`config.mk`:
```
export PLATFORM = sky130hd
export DESIGN_NAME = ah_cam_access_arb
export DESIGN_NICKNAME = d
export VERILOG_FILES = /design/src/rtl/ah_cam_pkg.sv /design/src/rtl/ah_rr_arb.sv /design/src/rtl/ah_cam_access_arb.sv
export SDC_FILE = /design/constraint.sdc
export NUM_CORES = 1
export LEC_CHECK = 0
export BUFFER_PORTS_ARGS = -buffer_cell sky130_fd_sc_hd__clkbuf_2
export CELL_PAD_IN_SITES_DETAIL_PLACEMENT = 1
export CELL_PAD_IN_SITES_GLOBAL_PLACEMENT = 1
export CORE_MARGIN = 2
export CORE_UTILIZATION = 20
export DETAILED_ROUTE_END_ITERATION = 8
export PLACE_DENSITY_LB_ADDON = 0.1
export SYNTH_ARGS = -nofsm -noshare
export SYNTH_HDL_FRONTEND = slang
export SYNTH_HIERARCHICAL = 1
export SYNTH_SLANG_ARGS = --single-unit
export TNS_END_PERCENT = 30
```
`constraint.sdc`:
```
create_clock -name clk -period 2.2 [get_ports clk]
set_input_delay 0.22 -clock clk [delete_from_list [all_inputs] [get_ports clk]]
set_output_delay 0.22 -clock clk [all_outputs]
set_load 0.1 [all_outputs]
```
`src/rtl/ah_cam_pkg.sv`:
```
// Shared constants and types for the CAM access arbiter.
//   DW_DEF / KW_DEF / NREQ_DEF : default entry width, key width, requester count
//   idw(n)                     : requester-id width, clog2(n) with a floor of 1
//   rsp_stage_t                : one {valid, id} stage of the response pipeline
package ah_cam_pkg;
  localparam int DW_DEF   = 16;
  localparam int KW_DEF   = 8;
  localparam int NREQ_DEF = 4;
  localparam int IDW_MAX  = 3;  // wide enough for NREQ up to 8

  function automatic int idw(input int n);
    return (n <= 2) ? 1 : $clog2(n);
  endfunction

  localparam int IDW = idw(NREQ_DEF);

  typedef struct packed {
    logic               valid;
    logic [IDW_MAX-1:0] id;
  } rsp_stage_t;
endpackage

```
`src/rtl/ah_rr_arb.sv`:
```
// Round-robin picker: first asserted req at or after ptr, wrapping mod NREQ.
//   req : request vector
//   ptr : highest-priority index this cycle (must be < NREQ)
//   gnt : one-hot grant (0 when no request)
//   win : index of the granted requester
//   any : at least one request present
module ah_rr_arb #(
  parameter int NREQ = 4,
  parameter int IW   = 2
) (
  input  logic [NREQ-1:0] req,
  input  logic [IW-1:0]   ptr,
  output logic [NREQ-1:0] gnt,
  output logic [IW-1:0]   win,
  output logic            any
);
  // Two passes: indices >= ptr first, then the wrapped-around low indices.
  always_comb begin
    gnt = '0;
    win = '0;
    any = 1'b0;
    for (int i = 0; i < NREQ; i++) begin
      if (!any && req[i] && (IW'(i) >= ptr)) begin
        any    = 1'b1;
        gnt[i] = 1'b1;
        win    = IW'(i);
      end
    end
    for (int i = 0; i < NREQ; i++) begin
      if (!any && req[i]) begin
        any    = 1'b1;
        gnt[i] = 1'b1;
        win    = IW'(i);
      end
    end
  end
endmodule

```
`src/rtl/ah_cam_access_arb.sv`:
```
// Shares one CAM between NREQ searchers and one writer, one op per cycle.
// Searches are round-robin and beat writes, except that a pending write wins
// after WR_STARVE consecutive search grants. Search results come back
// CAM_LAT cycles later, routed to the issuing requester via an id pipeline.
// Ports:
//   clk, rst_an                       clock, async active-low reset
//   req_svalid/req_skey/req_sready    search request, packed keys, grant
//   rsp_valid/rsp_match/rsp_data      one-hot response strobe, hit, hit data
//   wr_valid/wr_data/wr_ready         write request and accept
//   cam_wvalid/cam_wdata/cam_wcredit  CAM write port and free-slot credit
//   cam_svalid/cam_skey               CAM search issue
//   cam_smatch/cam_sdata              CAM result, CAM_LAT after issue
// Optional macro AH_CAM_ARB_STATS_EN adds stat_clr, stat_hits, stat_misses.
module ah_cam_access_arb
  import ah_cam_pkg::*;
#(
  parameter int NREQ      = NREQ_DEF,
  parameter int DW        = DW_DEF,
  parameter int KW        = KW_DEF,
  parameter int CAM_LAT   = 1,
  parameter int WR_STARVE = 4
) (
  input  logic              clk,
  input  logic              rst_an,
  input  logic [NREQ-1:0]   req_svalid,
  input  logic [NREQ*KW-1:0] req_skey,
  output logic [NREQ-1:0]   req_sready,
  output logic [NREQ-1:0]   rsp_valid,
  output logic              rsp_match,
  output logic [DW-1:0]     rsp_data,
  input  logic              wr_valid,
  input  logic [DW-1:0]     wr_data,
  output logic              wr_ready,
`ifdef AH_CAM_ARB_STATS_EN
  input  logic              stat_clr,
  output logic [15:0]       stat_hits,
  output logic [15:0]       stat_misses,
`endif
  output logic              cam_wvalid,
  output logic [DW-1:0]     cam_wdata,
  input  logic              cam_wcredit,
  output logic              cam_svalid,
  output logic [KW-1:0]     cam_skey,
  input  logic              cam_smatch,
  input  logic [DW-1:0]     cam_sdata
);
  localparam int IW = idw(NREQ);
  localparam int SW = $clog2(WR_STARVE + 1);

  logic [IW-1:0]   rr_ptr;
  logic [SW-1:0]   starve_cnt;
  logic [NREQ-1:0] gnt;
  logic [IW-1:0]   win;
  logic            any_req;
  logic [KW-1:0]   skey_sel;
  logic            s_pend, wr_elig, wr_gnt, s_gnt;
  rsp_stage_t [CAM_LAT-1:0] pipe;
  rsp_stage_t      fin;

  ah_rr_arb #(.NREQ(NREQ), .IW(IW)) u_rr (
    .req (req_svalid),
    .ptr (rr_ptr),
    .gnt (gnt),
    .win (win),
    .any (any_req)
  );

  // Grants are masked while in reset so nothing issues to the CAM.
  assign s_pend  = rst_an & any_req;
  assign wr_elig = rst_an & wr_valid & cam_wcredit;
  assign wr_gnt  = wr_elig & (~s_pend | (starve_cnt == SW'(WR_STARVE)));
  assign s_gnt   = s_pend & ~wr_gnt;

  always_comb begin
    skey_sel = '0;
    for (int i = 0; i < NREQ; i++)
      if (gnt[i]) skey_sel = skey_sel | req_skey[i*KW +: KW];
  end

  assign req_sready = s_gnt ? gnt : '0;
  assign cam_svalid = s_gnt;
  assign cam_skey   = s_gnt ? skey_sel : '0;
  assign wr_ready   = wr_gnt;
  assign cam_wvalid = wr_gnt;
  assign cam_wdata  = wr_gnt ? wr_data : '0;

  always_ff @(posedge clk or negedge rst_an) begin
    if (!rst_an) begin
      rr_ptr     <= '0;
      starve_cnt <= '0;
    end else begin
      if (s_gnt) rr_ptr <= (win == IW'(NREQ-1)) ? '0 : win + IW'(1);
      // Count only consecutive search wins that actually held a write off.
      if (!wr_elig || wr_gnt)
        starve_cnt <= '0;
      else if (s_gnt && starve_cnt != SW'(WR_STARVE))
        starve_cnt <= starve_cnt + SW'(1);
    end
  end

  // {valid,id} shift register aligned with the CAM's fixed latency.
  always_ff @(posedge clk or negedge rst_an) begin
    if (!rst_an) begin
      pipe <= '0;
    end else begin
      pipe[0].valid <= s_gnt;
      pipe[0].id    <= IDW_MAX'(win);
      for (int s = 1; s < CAM_LAT; s++) pipe[s] <= pipe[s-1];
    end
  end

  assign fin       = pipe[CAM_LAT-1];
  assign rsp_valid = fin.valid ? (NREQ'(1) << fin.id[IW-1:0]) : '0;
  assign rsp_match = fin.valid & cam_smatch;
  assign rsp_data  = (fin.valid & cam_smatch) ? cam_sdata : '0;

`ifdef AH_CAM_ARB_STATS_EN
  always_ff @(posedge clk or negedge rst_an) begin
    if (!rst_an) begin
      stat_hits   <= '0;
      stat_misses <= '0;
    end else if (stat_clr) begin
      stat_hits   <= '0;
      stat_misses <= '0;
    end else if (fin.valid) begin
      if (cam_smatch) begin
        if (stat_hits != '1) stat_hits <= stat_hits + 16'd1;
      end else begin
        if (stat_misses != '1) stat_misses <= stat_misses + 16'd1;
      end
    end
  end
`endif
endmodule

```
==> qor.csv, run 1 <==
stage,metric,value,unit
floorplanning,ios,125,
cts,root_buffer,clkbuf_8,
sta,layout_min_cycle_time,2080,ps
worst_hold_path,holdCritStartpoint,req_svalid[0],
worst_setup_path,cp.depth,6,
cells_and_area,fin_util,0.448,
floorplanning,coreArea,0.00507,mm²
sta,slew_headroom,0.633,
route,post-route-drc-count,0,
cells_and_area,diodes,0,
cts,cts.reportedPaths.clkPinSlew,40,ps
sta,rsz0062_at_grt,false,
worst_setup_path,cp_cell_sequence,"inv_1, a21oi_1, o221a_2, a22oi_1, a21oi_1, buf_12",
route,first_iter_violations,33,
worst_setup_path,slowest_delay,470,ps
logic_synthesis,synth.avg_cell_area,7.68,µm²
worst_hold_path,min_path_type,in -> reg,
sta,whs,330,ps
grt,grtUsageTotal,0.151,
worst_setup_path,cp_num_buf_inv,2,
floorplanning,start_util,0.206,
run_status,status,completed,
worst_setup_path,regToRegStartpoint,rr_ptr[1],
placed_design,port_buffers,124,
cts,clk-insertion-delay-late,230,ps
floorplanning,fp.dieW,76.3,µm
worst_setup_path,critPathMostFrequentCell,a21oi_1,
logic_synthesis,ys_seq_elements,8,
floorplanning,die_h,76.3,µm
run,maxCapViolCount,0,
floorplanning,rows,26,
route,first_pass_iters,4,
pwr,p_leak,0.00115,µW
route,routed_wl,4330,µm
sta,fmax,481,MHz
sta,hold_viol_final,0,
cts,cts.path.max_buffers,2,
route,via_per_inst,4.62,
worst_setup_path,critPathMaxFanout,12,
worst_setup_path,ff2ff_setup_slack,430,ps
worst_setup_path,worstPathArrival,1860,ps
placed_design,hpwl,3700,µm
sta,clock_skew,5.66,ps
worst_setup_path,worstSetupEndpoint,cam_skey[7],
logic_synthesis,yosys.cell_types.count,38,
worst_setup_path,end_kind,primary output,
worst_setup_path,crit_type,reg -> out,
logic_synthesis,netlist_area,0.00104,mm²
worst_setup_path,r2r-end,rr_ptr[1],
sta,slew_viol_final,0,
worst_setup_path,crit_path_top_delay_cell,dfrtp_2,
route,routedWlPerCell,13.4,µm
floorplanning,die_area,0.00582,mm²
cells_and_area,nNetsFinal,330,
placed_design,gp_congestion,0.680,
worst_setup_path,critPathTopFamily,compound AO/OA/AOI/OAI gates,
grt,grt_max_degree,22,
logic_synthesis,postSynthCellCount,136,
grt,globalRouteOverflowTotal,0,
grt,antenna_found_initial,0,
cells_and_area,drive_above_1_share,0.599,
cells_and_area,design_area,0.00227,mm²
sta,min_period_over_period,0.945,
cts,cts.sinks,8,
pwr,ir_worst_vdd,0.420,mV
sta,setup_viol,0,
grt,grt_pass1_wl,7380,µm
worst_setup_path,crit_required,1980,ps
cts,tritoncts,yes,
pwr,powerDensity,770,mW/mm²
worst_setup_path,startpoint_type,flip-flop,
route,vias,1488,
logic_synthesis,ys_seq_area_frac,0.192,
cts,htree_levels,1,
logic_synthesis,syn_nets,212,
route,final_antenna_net_count,0,
logic_synthesis,ys_warn_count,6,
placed_design,place_area,0.00220,mm²
grt,grt_pass1_vias,1600,
worst_setup_path,startpoint,rr_ptr[1],
worst_setup_path,reg2reg_depth,5,
cells_and_area,syn_to_final_growth,117,%
sta,worst_pin_slew,553,ps
cts,cts_buffers,3,
[metal layers]
layer  GRT usage  share of wire  wire (µm)
met1       0.166           0.38       1660
met5           0              0          0
met3      0.0723           0.14        587
met2       0.270           0.48       2060
met4      0.0236         0.0053         23
[cell usage in the layout (no fill, tap or decap), types with 3 or more instances in the layout]
cell / n
buf_12: 31
a21oi_1: 6
and2_2: 5
clkbuf_8: 3
and3_1: 18
dfrtp_1: 6
a21oi_4: 5
and2_1: 17
ha_1: 3
nor2_1: 7
clkbuf_2: 93
nand2_1: 6
a22oi_1: 16
inv_1: 3
[Yosys cell counts (all sizes together)]
cell,count,share of area
and2,22,0.14
and3,19,0.11
a22oi,16,0.11
a21oi,12,0.061
clkbuf,8,0.030
dfrtp,8,0.19
nor2,7,0.025
buf,6,0.050
nand2,6,0.022
inv,4,0.017
ha,3,0.036
a221oi,2,0.023
mux2,2,0.029
nand3,2,0.014
nor2b,2,0.012
o21a,2,0.014
o21ai,2,0.0096
a21o,1,0.0072
a2bb2oi,1,0.0084
and3b,1,0.0084
and4,1,0.0084
mux2i,1,0.0096
nand2b,1,0.0060
nand3b,1,0.0072
nand4,1,0.0060
nor3b,1,0.0072
o21bai,1,0.0072
o221a,1,0.011
o22ai,1,0.0060
xnor2,1,0.0084
[state kept, by name (all words and copies together) (netlist names)]
register and flops:
fin 3, starve_cnt 3, rr_ptr 2
[final cells by class]
class                           count  area (µm²)
Clock buffer                        3        41.3
Fill cell                         638        2800
Inverter                            4        17.5
Multi-Input combinational cell    110         812
Sequential cell                     8         203
Tap cell                           70        87.6
Timing Repair Buffer              127        1110
[power by group]
part	internal [µW]	switching (µW)	total, µW
clock	118	57.0	175
sequential	188	81.7	269
combinational	455	850	1300
total	761	988	1750
[timing repair]
item,CTS,global route
setup endpoints to repair,8,25
setup buffers,0,0
pin swaps,0,0
hold buffers,1,0
resized for setup,4,4
endpoints found under the hold margin,8,0
[metrics by stage]
| stage | power, µW | TNS (ps) | cells | worst slack [ps] |
|---|---|---|---|---|
| after global placement | 1560 | 0 | 318 | 187 |
| after global routing | 1850 | 0 | 322 | 22.9 |
| after floorplan | 1210 | -3510 | 136 | -746 |
| final | 1750 | 0 | 322 | 121 |
| after detailed placement | 1570 | 0 | 318 | 170 |
| after CTS | 1750 | 0 | 322 | 5.51 |
[how the worst min path moves through the flow]
stage,endpoint,slack (ps),depth (start not counted)
6_report,fin[0],330,2
5_1_grt,fin[0],360,2
4_1_cts,fin[0],330,2
3_5_place_dp,starve_cnt[1],100,1
3_3_place_gp,starve_cnt[1],100,1
2_1_floorplan,fin[0],-80,0
[kinds of logic after synthesis]
family	count (synthesis)	synth area share
AND/OR/NAND/NOR	64	0.366
AO/OA/AOI/OAI	39	0.262
buffers and inverters	18	0.0970
flip-flops	8	0.192
multiplexers	3	0.0383
adder cells (fa/ha/maj)	3	0.0359
XOR/XNOR	1	0.00838
Note: power is estimated with default switching activity, not from simulation.
==> run 2: changes to the inputs <==
CORE_UTILIZATION = 18   (was 20)
clock period = 1.9 ns   (was 2.2 ns; I/O delays follow)
==> run 2 against run 1 <==
  * The flow now finishes with violations (negative setup slack)
  * Via count grew 6.5%
  * Wire length increased by 18%
  * Clock skew about the same
  * Clock power grew 19%
  * First-iteration DRC count decreased by 9.1%
  * Setup slack worse by 190 ps
  * Largest power group unchanged
  * Highest routed layer unchanged
==> qor.csv, run 2 (synthesis results as in run 1) <==
stage,metric,value,unit
cts,root_buffer,clkbuf_8,
cells_and_area,diodes,0,
floorplanning,coreArea,0.00554,mm²
worst_setup_path,startpoint_type,flip-flop,
cts,tritoncts,yes,
worst_setup_path,slowest_delay,450,ps
route,vias,1585,
route,first_iter_violations,30,
placed_design,pre_cts_ws,21.2,ps
worst_setup_path,crit_type,reg -> out,
sta,slew_viol_final,0,
run,maxCapViolCount,0,
placed_design,place_area,0.00242,mm²
worst_setup_path,cp_cell_sequence,"buf_4, o22ai_1, and2_4, buf_12, a22oi_2, a21oi_4, buf_12",
cells_and_area,nNetsFinal,345,
sta,min_period_over_period,1.04,
worst_setup_path,worstPathArrival,1780,ps
cts,clk-insertion-delay-late,230,ps
route,final_antenna_net_count,0,
grt,grt_max_degree,22,
pwr,powerDensity,936,mW/mm²
cts,cts.reportedPaths.clkPinSlew,40,ps
worst_setup_path,cp.depth,7,
cts,cts.sinks,8,
route,routed_wl,5100,µm
cts,htree_levels,1,
worst_setup_path,critPathMaxFanout,9,
route,post-route-drc-count,0,
worst_hold_path,min_path_type,in -> reg,
route,routedWlPerCell,15.0,µm
grt,antenna_found_initial,0,
floorplanning,start_util,0.189,
route,via_per_inst,4.68,
cts,cts.path.max_buffers,2,
placed_design,hpwl,4020,µm
placed_design,dp.cells,330,
cells_and_area,stdcell_count,339,
sta,fin_ws,-74.2,ps
sta,fmax,507,MHz
floorplanning,ios,125,
floorplanning,fp.dieW,80.2,µm
run_status,status,"complete, but fails checks",
pwr,p_leak,0.00129,µW
floorplanning,die_h,80.2,µm
sta,slew_headroom,0.637,
sta,tns,-511,ps
grt,globalRouteOverflowTotal,0,
cells_and_area,final_common_cell,clkbuf_2,
sta,rsz0062_at_grt,true,
cts,cts_buffers,3,
worst_setup_path,critPathMostFrequentCell,buf_12,
placed_design,gp_congestion,0.719,
run_status,violations,negative setup slack,
sta,layout_min_cycle_time,1970,ps
pwr,ir_worst_vdd,0.626,mV
cells_and_area,syn_to_final_growth,155,%
worst_setup_path,end_kind,primary output,
floorplanning,rows,27,
worst_hold_path,worstHoldPathCells,4,
worst_setup_path,cp_num_buf_inv,3,
cells_and_area,design_area,0.00266,mm²
route,first_pass_iters,4,
pwr,finalPower,2490,µW
grt,grtUsageTotal,0.145,
sta,setup_viol,9,
grt,grt_pass1_wl,7430,µm
placed_design,port_buffers,124,
worst_setup_path,critPathTopFamily,buffers and inverters,
grt,grt_pass1_vias,1602,
sta,clock_skew,5.46,ps
worst_setup_path,reg2reg_depth,6,
worst_setup_path,crit_path_top_delay_cell,dfrtp_2,
sta,hold_viol_final,0,
cells_and_area,drive_above_1_share,0.779,
floorplanning,die_area,0.00643,mm²
cells_and_area,final_cell_mix,"92 x clkbuf_2, 35 x buf_12, 19 x and3_1",
worst_setup_path,crit_required,1710,ps
sta,worst_pin_slew,547,ps
==> run 2: layout make-up <==
type                    instances  area, µm²
multi-input cells             111       1020
clock buffers                   3       41.3
repair buffers                141       1290
well taps                      72       90.1
flip-flops and latches          8        203
inverters                       4       20.0
fillers                       658       2880
==> run 2: what timing repair did <==
item	in CTS	in global routing
pin swaps	3	5
hold buffers	1	0
cloned	0	2
endpoints found under the setup margin	10	27
buffers inserted	3	0
hold endpoints to repair	8	0
gates resized for setup	18	18
==> run 2: power breakdown <==
part           switching, µW  internal, µW
Sequential              74.1           217
Clock                   71.3           138
Combinational           1180           812
==> run 2: final timing paths <==
path,start,end,slack [ps]
setup / recovery,rr_ptr[0],cam_skey[6],-70
hold / removal,wr_valid,starve_cnt[0],380
setup reg to reg,rr_ptr[0],rr_ptr[1],90
hold reg to reg,starve_cnt[0],starve_cnt[0],480
max in group asynchronous,rst_an,rr_ptr[0],1290
min in group asynchronous,rst_an,starve_cnt[2],470
==> run 2: through the flow <==
step,hold slack (ps),util
4_1_cts,361,0.463
3_3_place_gp,201,0.437
3_5_place_dp,200,0.437
6_report,382,0.480
2_1_floorplan,-106,-
5_1_grt,407,0.480
==> run 2: layer usage <==
metal / GRT usage / vias to the layer above / wire (µm)
met5: 0 / - / 0
met4: 0.0305 / 0 / 40
met3: 0.0652 / 5 / 618
met2: 0.257 / 88 / 2520
met1: 0.159 / 739 / 1920
li1: - / 753 / -
==> run 2: worst reg2reg max path: cells and delay by family, from the launching register on <==
family,cells,cell delay [ps]
flops,1,450
compound gates,2,410
fa+ha+maj,1,310
mux,1,260
buf+inv,1,180
simple gates,1,80
